### src/rtl/sa_pkg.sv
// Shared types and helpers for the systolic PE.
//   pe_state_e  : accumulator FSM state (IDLE, ACCUM)
//   MUL_LAT_MAX : deepest supported multiplier pipeline
//   ext_prod()  : sign/zero-extends a product up to EXT_W bits
package sa_pkg;

  typedef enum logic {IDLE, ACCUM} pe_state_e;

  localparam int unsigned MUL_LAT_MAX = 4;

  // Widest product/accumulator the helper handles; callers truncate to ACC_W.
  localparam int unsigned EXT_W     = 128;
  localparam int unsigned EXT_IDX_W = $clog2(EXT_W);

  // prod must be zero above prod_w; the upper bits are filled with the sign
  // bit when is_signed is set.
  function automatic logic [EXT_W-1:0] ext_prod(input logic [EXT_W-1:0] prod,
                                                input int unsigned      prod_w,
                                                input logic             is_signed);
    logic [EXT_W-1:0]     ones;
    logic [EXT_IDX_W-1:0] msb;
    ones = '1;
    msb  = EXT_IDX_W'(prod_w - 1);
    if (is_signed && prod[msb]) begin
      return prod | (ones << prod_w);
    end
    return prod;
  endfunction

endpackage

### src/rtl/sa_pe_pipelined_mul.sv
// sa_mul_pipe: MUL_LAT-stage multiplier carrying valid and last tags.
//   clk_i, rst_i (sync, active-high), en_i (advance)
//   a_i, b_i, vld_i, last_i : operands and tags at issue
//   prod_o, vld_o, last_o   : product and tags MUL_LAT cycles later
//   busy_o                  : any stage holds a valid product
module sa_mul_pipe
  import sa_pkg::*;
#(
  parameter int unsigned DATA_W  = 32,
  parameter bit          SIGNED  = 1'b1,
  parameter int unsigned MUL_LAT = 2
) (
  input  logic                  clk_i,
  input  logic                  rst_i,
  input  logic                  en_i,
  input  logic [DATA_W-1:0]     a_i,
  input  logic [DATA_W-1:0]     b_i,
  input  logic                  vld_i,
  input  logic                  last_i,
  output logic [2*DATA_W-1:0]   prod_o,
  output logic                  vld_o,
  output logic                  last_o,
  output logic                  busy_o
);

  localparam int unsigned Lat = (MUL_LAT < 1) ? 1 :
                                (MUL_LAT > MUL_LAT_MAX) ? MUL_LAT_MAX : MUL_LAT;
  localparam int unsigned PW  = 2 * DATA_W;

  logic [PW-1:0]          prod_c;
  logic [PW-1:0]          a_ext, b_ext;
  logic [Lat-1:0][PW-1:0] prod_q;
  logic [Lat-1:0]         vld_q, last_q;

  // Extending both operands to PW bits makes the low PW bits of an unsigned
  // multiply equal the signed product when SIGNED is set.
  assign a_ext  = {{DATA_W{SIGNED & a_i[DATA_W-1]}}, a_i};
  assign b_ext  = {{DATA_W{SIGNED & b_i[DATA_W-1]}}, b_i};
  assign prod_c = a_ext * b_ext;

  if (Lat == 1) begin : g_one
    always_ff @(posedge clk_i) begin
      if (rst_i) begin
        prod_q <= '0;
        vld_q  <= '0;
        last_q <= '0;
      end else if (en_i) begin
        prod_q <= prod_c;
        vld_q  <= vld_i;
        last_q <= last_i;
      end
    end
  end else begin : g_multi
    always_ff @(posedge clk_i) begin
      if (rst_i) begin
        prod_q <= '0;
        vld_q  <= '0;
        last_q <= '0;
      end else if (en_i) begin
        prod_q <= {prod_q[Lat-2:0], prod_c};
        vld_q  <= {vld_q[Lat-2:0], vld_i};
        last_q <= {last_q[Lat-2:0], last_i};
      end
    end
  end

  assign prod_o = prod_q[Lat-1];
  assign vld_o  = vld_q[Lat-1];
  assign last_o = last_q[Lat-1];
  assign busy_o = |vld_q;

endmodule

### src/rtl/sa_pe_pipelined.sv
// sa_pe_pipelined: output-stationary systolic PE with pipelined MAC.
//   CLK, RST (sync, active-high, overrides EN), EN (global advance)
//   A_* / B_*      : operands in, registered copies forwarded east / south
//   SHIFT_EN, C_*  : per-column result chain (C_in -> C_out)
//   BUSY           : partial sum, multiplier pipeline or pending result live
//   ERR            : sticky, operand mismatch or dropped result
//   SAT            : sticky saturation flag, only with PE_SAT_EN defined
// Build option PE_SAT_EN: saturating accumulator instead of wrap-around.
module sa_pe_pipelined
  import sa_pkg::*;
#(
  parameter int unsigned DATA_W  = 32,
  parameter int unsigned ACC_W   = 64,
  parameter bit          SIGNED  = 1'b1,
  parameter int unsigned MUL_LAT = 2
) (
  input  logic              CLK,
  input  logic              RST,
  input  logic              EN,
  input  logic [DATA_W-1:0] A_in,
  input  logic              A_vld_in,
  input  logic              A_last_in,
  input  logic [DATA_W-1:0] B_in,
  input  logic              B_vld_in,
  output logic [DATA_W-1:0] A_out,
  output logic              A_vld_out,
  output logic              A_last_out,
  output logic [DATA_W-1:0] B_out,
  output logic              B_vld_out,
  input  logic              SHIFT_EN,
  input  logic [ACC_W-1:0]  C_in,
  input  logic              C_vld_in,
  output logic [ACC_W-1:0]  C_out,
  output logic              C_vld_out,
  output logic              BUSY,
`ifdef PE_SAT_EN
  output logic              SAT,
`endif
  output logic              ERR
);

  logic [DATA_W-1:0]   a_q, b_q;
  logic                a_vld_q, a_last_q, b_vld_q;
  logic [2*DATA_W-1:0] mul_prod;
  logic                mul_vld, mul_last, mul_busy;
  logic [EXT_W-1:0]    prod_wide;
  logic [ACC_W-1:0]    prod_ext, base, sum_val, res;
  logic                res_vld, drop;
  pe_state_e           state_q, state_d;
  logic [ACC_W-1:0]    acc_q, acc_d, c_q, c_d, pend_q, pend_d;
  logic                cv_q, cv_d, pv_q, pv_d, err_q, err_d;
`ifdef PE_SAT_EN
  logic [ACC_W:0]      sum_full;
  logic                ovf, sat_q, sat_d;
`endif

  // Forwarding: data regs load only with their valid, tags load every cycle.
  always_ff @(posedge CLK) begin
    if (RST) begin
      a_q      <= '0;
      b_q      <= '0;
      a_vld_q  <= 1'b0;
      a_last_q <= 1'b0;
      b_vld_q  <= 1'b0;
    end else if (EN) begin
      if (A_vld_in) a_q <= A_in;
      if (B_vld_in) b_q <= B_in;
      a_vld_q  <= A_vld_in;
      a_last_q <= A_last_in;
      b_vld_q  <= B_vld_in;
    end
  end

  sa_mul_pipe #(
    .DATA_W (DATA_W),
    .SIGNED (SIGNED),
    .MUL_LAT(MUL_LAT)
  ) u_mul (
    .clk_i (CLK),
    .rst_i (RST),
    .en_i  (EN),
    .a_i   (A_in),
    .b_i   (B_in),
    .vld_i (A_vld_in & B_vld_in),
    .last_i(A_last_in),
    .prod_o(mul_prod),
    .vld_o (mul_vld),
    .last_o(mul_last),
    .busy_o(mul_busy)
  );

  always_comb begin
    prod_wide                 = '0;
    prod_wide[2*DATA_W-1:0]   = mul_prod;
  end
  assign prod_ext = ACC_W'(ext_prod(prod_wide, 2 * DATA_W, SIGNED));

  // ACC is held at zero in IDLE, so both states add onto the same base.
  assign base = (state_q == ACCUM) ? acc_q : '0;

`ifdef PE_SAT_EN
  always_comb begin
    sum_full = SIGNED ? ({base[ACC_W-1], base} + {prod_ext[ACC_W-1], prod_ext})
                      : ({1'b0, base} + {1'b0, prod_ext});
    ovf      = SIGNED ? (sum_full[ACC_W] ^ sum_full[ACC_W-1]) : sum_full[ACC_W];
    sum_val  = sum_full[ACC_W-1:0];
    if (ovf) begin
      if (!SIGNED)               sum_val = '1;
      else if (sum_full[ACC_W])  sum_val = {1'b1, {(ACC_W-1){1'b0}}};
      else                       sum_val = {1'b0, {(ACC_W-1){1'b1}}};
    end
  end
`else
  assign sum_val = base + prod_ext;
`endif

  always_comb begin
    state_d = state_q;
    acc_d   = acc_q;
    res_vld = 1'b0;
    res     = '0;
    if (mul_vld) begin
      if (mul_last) begin
        res_vld = 1'b1;
        res     = sum_val;
        acc_d   = '0;
        state_d = IDLE;
      end else begin
        acc_d   = sum_val;
        state_d = ACCUM;
      end
    end
  end

  // Result placement: a chain shift always wins the C_out slot; the pending
  // register absorbs one result and refills C_out once the slot is free.
  always_comb begin
    c_d    = c_q;
    cv_d   = cv_q;
    pend_d = pend_q;
    pv_d   = pv_q;
    drop   = 1'b0;
    if (SHIFT_EN) begin
      c_d  = C_in;
      cv_d = C_vld_in;
      if (res_vld) begin
        if (pv_q) begin
          drop = 1'b1;
        end else begin
          pend_d = res;
          pv_d   = 1'b1;
        end
      end
    end else if (!cv_q) begin
      if (pv_q) begin
        c_d  = pend_q;
        cv_d = 1'b1;
        if (res_vld) pend_d = res;
        else         pv_d   = 1'b0;
      end else if (res_vld) begin
        c_d  = res;
        cv_d = 1'b1;
      end
    end else if (res_vld) begin
      if (pv_q) begin
        drop = 1'b1;
      end else begin
        pend_d = res;
        pv_d   = 1'b1;
      end
    end
    err_d = err_q | (A_vld_in ^ B_vld_in) | drop;
  end

`ifdef PE_SAT_EN
  assign sat_d = sat_q | (mul_vld & ovf);
`endif

  always_ff @(posedge CLK) begin
    if (RST) begin
      state_q <= IDLE;
      acc_q   <= '0;
      c_q     <= '0;
      cv_q    <= 1'b0;
      pend_q  <= '0;
      pv_q    <= 1'b0;
      err_q   <= 1'b0;
`ifdef PE_SAT_EN
      sat_q   <= 1'b0;
`endif
    end else if (EN) begin
      state_q <= state_d;
      acc_q   <= acc_d;
      c_q     <= c_d;
      cv_q    <= cv_d;
      pend_q  <= pend_d;
      pv_q    <= pv_d;
      err_q   <= err_d;
`ifdef PE_SAT_EN
      sat_q   <= sat_d;
`endif
    end
  end

  assign A_out      = a_q;
  assign A_vld_out  = a_vld_q;
  assign A_last_out = a_last_q;
  assign B_out      = b_q;
  assign B_vld_out  = b_vld_q;
  assign C_out      = c_q;
  assign C_vld_out  = cv_q;
  assign BUSY       = (state_q == ACCUM) | mul_busy | pv_q;
  assign ERR        = err_q;
`ifdef PE_SAT_EN
  assign SAT        = sat_q;
`endif

endmodule

### config.mk
export PLATFORM = sky130hd
export DESIGN_NAME = sa_pe_pipelined
export DESIGN_NICKNAME = d
export VERILOG_FILES = /design/src/rtl/sa_pkg.sv /design/src/rtl/sa_pe_pipelined_mul.sv /design/src/rtl/sa_pe_pipelined.sv
export SDC_FILE = /design/constraint.sdc
export NUM_CORES = 2
export LEC_CHECK = 0
export CELL_PAD_IN_SITES_DETAIL_PLACEMENT = 0
export CELL_PAD_IN_SITES_GLOBAL_PLACEMENT = 1
export CORE_MARGIN = 3
export CORE_UTILIZATION = 47
export CTS_BUF_LIST = sky130_fd_sc_hd__clkbuf_16
export DETAILED_ROUTE_END_ITERATION = 12
export PLACE_DENSITY = 0.89
export REMOVE_ABC_BUFFERS = 1
export SKIP_LAST_GASP = 1
export SYNTH_ARGS = -nofsm -noshare
export SYNTH_HDL_FRONTEND = slang
export SYNTH_SLANG_ARGS = --single-unit
### constraint.sdc
create_clock -name CLK -period 10.9 [get_ports CLK]
set_clock_uncertainty 0.1 [all_clocks]
set_input_delay 1.09 -clock CLK [delete_from_list [all_inputs] [get_ports CLK]]
set_output_delay 1.09 -clock CLK [all_outputs]
set_load 0.02 [all_outputs]
==> Word-level counts from Yosys, hierarchy flattened <==
Index checks and enable logic that the tools add are counted.
{ "classes": {"add_sub_neg": 1, "n_mul": 1, "n_eq_ne": 1, "mux": 31, "bitwise_logic": 6, "n_reduce_logical": 9} }
{ "op_table": {"columns": ["cell", "n"], "rows": [
  ["$mux 64", 15],
  ["$add 64x64->64", 1],
  ["$mul 32x32->64", 1],
  ["$mux 1", 16],
  ["$reduce_bool 3->1", 3],
  ["$reduce_and 2->1", 3],
  ["$reduce_and 3->1", 2],
  ["$or 1x1->1", 4],
  ["$ne 2x2->1 const B", 1],
  ["$reduce_or 2->1", 1],
  ["$and 1x1->1", 1],
  ["$xor 1x1->1", 1]
]} }
{ "totals": {"reg_bits": 395, "elab_cells": 65} }

==> Depth between registers and ports, before layout <==
{ "logic_depth": {"depth_word": 9, "ltp_mapped": 29} }

==> Hierarchy <==
From an unflattened synthesis, not the netlist that was laid out.
{ "unflattened": {"cells_unflattened": 6260, "area_unflattened_um2": 55749.7} }
{ "by_module_without_submodules": {"columns": ["module", "instances", "cells_per_inst", "area_per_inst_um2", "seq_area_each_um2"], "rows": [
  ["sa_mul_pipe", 1, 4371, 41259.6, 2642.5],
  ["sa_pe_pipelined", 1, 1889, 14490.1, 5265.0]
]} }

==> Worst setup path after synthesis <==
OpenSTA, ideal clock, no wires.
{ "synth_timing": {"kind": "input-to-reg", "start": "in B_in[2]", "end": "reg u_mul.prod_q[61] (netlist name)", "arrival_ns": 8.379, "setup_slack_ns": 2.325, "path_stages": 24, "path_cell_list": "clkbuf_1 > nand2_1 > inv_1 > fa_1 > fa_1 > fa_1 > fa_1 > inv_1 > fa_1 > inv_1 > fa_1 > inv_1 > fa_1 > inv_1 > fa_1 > ha_1 > and3_1 > and2_1 > and3_1 > clkbuf_1 > a221o_1 > a22o_1 > a311o_1 > o311ai_1"} }
{ "synth_via": {"elab_chain_cells": 1} }
{ "synth_lines": {"columns": ["element", "line_no", "source"], "rows": [
  ["start: declaration", "sa_pe_pipelined.sv:23", "input logic [DATA_W-1:0] B_in,"],
  ["$mul 32x32->64", "sa_pe_pipelined_mul.sv:39", "assign prod_c = a_ext * b_ext;"],
  ["end signal: assignment", "sa_pe_pipelined_mul.sv:60", "prod_q <= {prod_q[Lat-2:0], prod_c};"],
  ["end: declaration", "sa_pe_pipelined_mul.sv:32", "logic [Lat-1:0][PW-1:0] prod_q;"]
]} }
No other way between the ends.
A chain may end at the register's enable or synchronous reset.

==> Worst setup path after layout <==
{ "layout_timing": {"start": "in B_in[6]", "end": "reg u_mul.prod_q[61] (netlist name)"} }
Same word-level chain as after synthesis.

==> flow_summary.json <==
{
  "synthTopCellsByArea": "fa_1 (39%), dfxtp_1 (14%), inv_1 (6.7%)",
  "hold_viol_final": 0,
  "htreeDepth": 2,
  "grt_max_degree": 177,
  "start_util_pct": 47.4,
  "cp_max_fo": 25,
  "synth_area_um2": 55100,
  "vias": 42700,
  "synthFlopType": "dfxtp_1",
  "drc": 0,
  "tightestPinTransition_ns": 1.31,
  "rrSetupSlack_ns": 6.33,
  "clockRootBuffer": "clkbuf_16",
  "drtIter0Drc": 3537,
  "cts-buffers-inserted": 46,
  "dr.pass1.iters": 5,
  "async_reset_ff_share_pct": 0,
  "chipHeight_um": 348,
  "slew_headroom_pct": 12.5,
  "min_delay_path_depth": 2,
  "die_x_um": 348,
  "dp_hpwl_um": 125000,
  "busiest_layer": "met2",
  "yosysMostFrequentCell": "fa_1",
  "finish.instance_area_um2": 60900,
  "nets": 7697,
  "gr-usage-met2_pct": 42.3,
  "syn_avg_cell_area_um2": 8.92,
  "cts_hold_buf": 0,
  "grt_pass1_wl_um": 250000,
  "yosysSeqAreaShare_pct": 14.3,
  "end_kind": "register",
  "rsz0062_at_grt": "false",
  "fillers": 10700,
  "clk_pin_slew_ns": 0.06,
  "hold_end": "B_out[12]$_SDFFE_PP0P_",
  "std_cell_rows": 125,
  "fin_crit_ns": 9.64,
  "area_growth_pct": 10.4,
  "place_area_um2": 59200,
  "cp-start-kind": "input port",
  "ys_types": 96,
  "crit_slowest_cell": "clkdlybuf4s50_1",
  "slowest_delay_ns": 1.15,
  "status": "completed",
  "drive_gt1_share_pct": 3.89,
  "dieArea_um2": 121000,
  "antenna_found_initial": 11,
  "path_buf_inv": 8,
  "drv_cap": 0,
  "grt_overflow": 0,
  "r2r_cells": 14,
  "ys_ff_latch": 394,
  "portBuffers": 269,
  "setup_viol": 0,
  "path_delay_family": "adder cells",
  "wire_per_inst_um": 19.8,
  "clock_sinks": 394,
  "ant_nets": 0,
  "gp_congestion": 0.913,
  "syn_inst": 6177,
  "ys_top_cells_by_count": "fa_1 (1083), inv_1 (986), nand2_1 (878)",
  "r2r_start": "state_q$_SDFFE_PP0P_",
  "fin_crit_sh_pct": 88.5,
  "fmax_mhz": 104,
  "wl_um": 154000,
  "post_cts_resized": 0,
  "use_met3_pct": 3.66,
  "cpMostUsedCell": "fa_1",
  "met1_usage_pct": 36.3,
  "slew_violations": 0,
  "r2r_end": "acc_q[56]$_SDFFE_PP0P_",
  "tns_ns": 0,
  "crit_required_ns": 11.33,
  "ys_warn_count": 0,
  "grt_usage_pct": 25.9,
  "core_area_um2": 116000,
  "synth_top_area_share_pct": 39.3,
  "ios": 270,
  "via_per_inst": 5.47,
  "synth_top_area_cell": "fa_1",
  "hold_class": "reg -> reg",
  "clk_latency_ns": 0.66,
  "crit_type": "in -> reg",
  "grt_pass1_vias": 44700,
  "ctsLongestPathBuffers": 3,
  "post_cts_buffers": 0,
  "cts_tree": "built",
  "worstPathArrival_ns": 10.07,
  "synth_edf_count": 0,
  "hold_start": "B_out[12]$_SDFFE_PP0P_"
}
worst register-to-register path, stage by stage (launching register included):
cell	delay, ns
dfxtp_1	0.31
buf_4	0.20
and2_1	0.17
ha_1	0.23
fa_1	0.48
a211oi_1	0.37
o21ai_0	0.24
a211oi_2	0.42
o211a_1	0.27
nor4_1	0.12
o31a_2	0.36
a21boi_1	0.31
o21bai_1	0.15
xnor2_1	0.50
o21ai_0	0.18
metrics by stage:
stage / std cells / util [%] / hold slack [ns] / worst slack, ns
2_1_floorplan: 5795 / - / 0.321 / 2.62
3_3_place_gp: 7706 / 50.9 / 0.334 / 0.816
3_5_place_dp: 7706 / 50.9 / 0.343 / 0.632
4_1_cts: 7791 / 52.3 / 0.354 / 1.28
5_1_grt: 7794 / 52.3 / 0.370 / 0.810
6_report: 7797 / 52.3 / 0.352 / 1.26
cell families after synthesis:
group	after synthesis	synth area share [%]
compound gates	864	10.3
xor+xnor	120	1.91
fa+ha+maj	1331	45.0
buf+inv	1370	9.38
flops	394	14.3
mux	106	1.92
simple gates	1992	17.2
final cells by class:
class                   count  area, um^2  share of cell area, %
repair buffers            387        3610                   5.93
clock inverters            39         478                  0.785
flip-flops and latches    394        7890                   13.0
inverters                 988        3710                   6.09
clock buffers              46        1150                   1.89
diodes                      6        15.0                 0.0247
multi-input cells        4413       42100                   69.2
well taps                1524        1910                   3.13
registers in the layout (all words and copies together) (netlist names), 2 cells and up:
signal and count:
A_out 32, B_out 32, C_out 64, acc_q 64, pend_q 64, u_mul.last_q 2, u_mul.prod_o 64, u_mul.prod_q 64
u_mul.vld_q 2
worst max path at each step:
stage	end	depth (start not counted)	startpoint	slack (ns)
floorplan	u_mul.prod_q[61]$_SDFFE_PP0P_	22	B_in[2]	2.62
global placement	u_mul.prod_q[61]$_SDFFE_PP0P_	27	B_in[6]	0.82
detailed placement	u_mul.prod_q[61]$_SDFFE_PP0P_	27	B_in[6]	0.63
CTS	u_mul.prod_q[61]$_SDFFE_PP0P_	25	B_in[6]	1.28
global route	u_mul.prod_q[61]$_SDFFE_PP0P_	27	B_in[6]	0.81
finish	u_mul.prod_q[61]$_SDFFE_PP0P_	25	B_in[6]	1.26
layout by cell type, fill, tap and decap left out, types with 26 or more instances in the layout:
cell type	count
a22oi_1	50
nand3_1	63
xnor2_1	83
nor2_1	296
ha_1	248
dfxtp_1	393
nor3_1	33
mux2i_1	106
fa_1	1083
o211ai_1	45
a21oi_1	295
a221o_1	30
buf_4	116
and3_1	30
clkdlybuf4s50_1	266
o21ai_0	129
a211oi_1	26
a21o_1	91
inv_1	991
xor2_1	37
nand2_1	877
clkbuf_16	46
o21bai_1	26
and2_1	588
per-layer routing:
layer,vias up,wire [um],share of wire [%]
li1,19300,-,-
met1,21700,66400,43
met2,1476,72700,47
met3,212,11000,7.1
met4,6,3970,2.6
met5,-,46,0.030
Power is left out: the tool's default activity adds up to more than one toggle a clock period on the data nets, which glitch-free logic cannot reach.
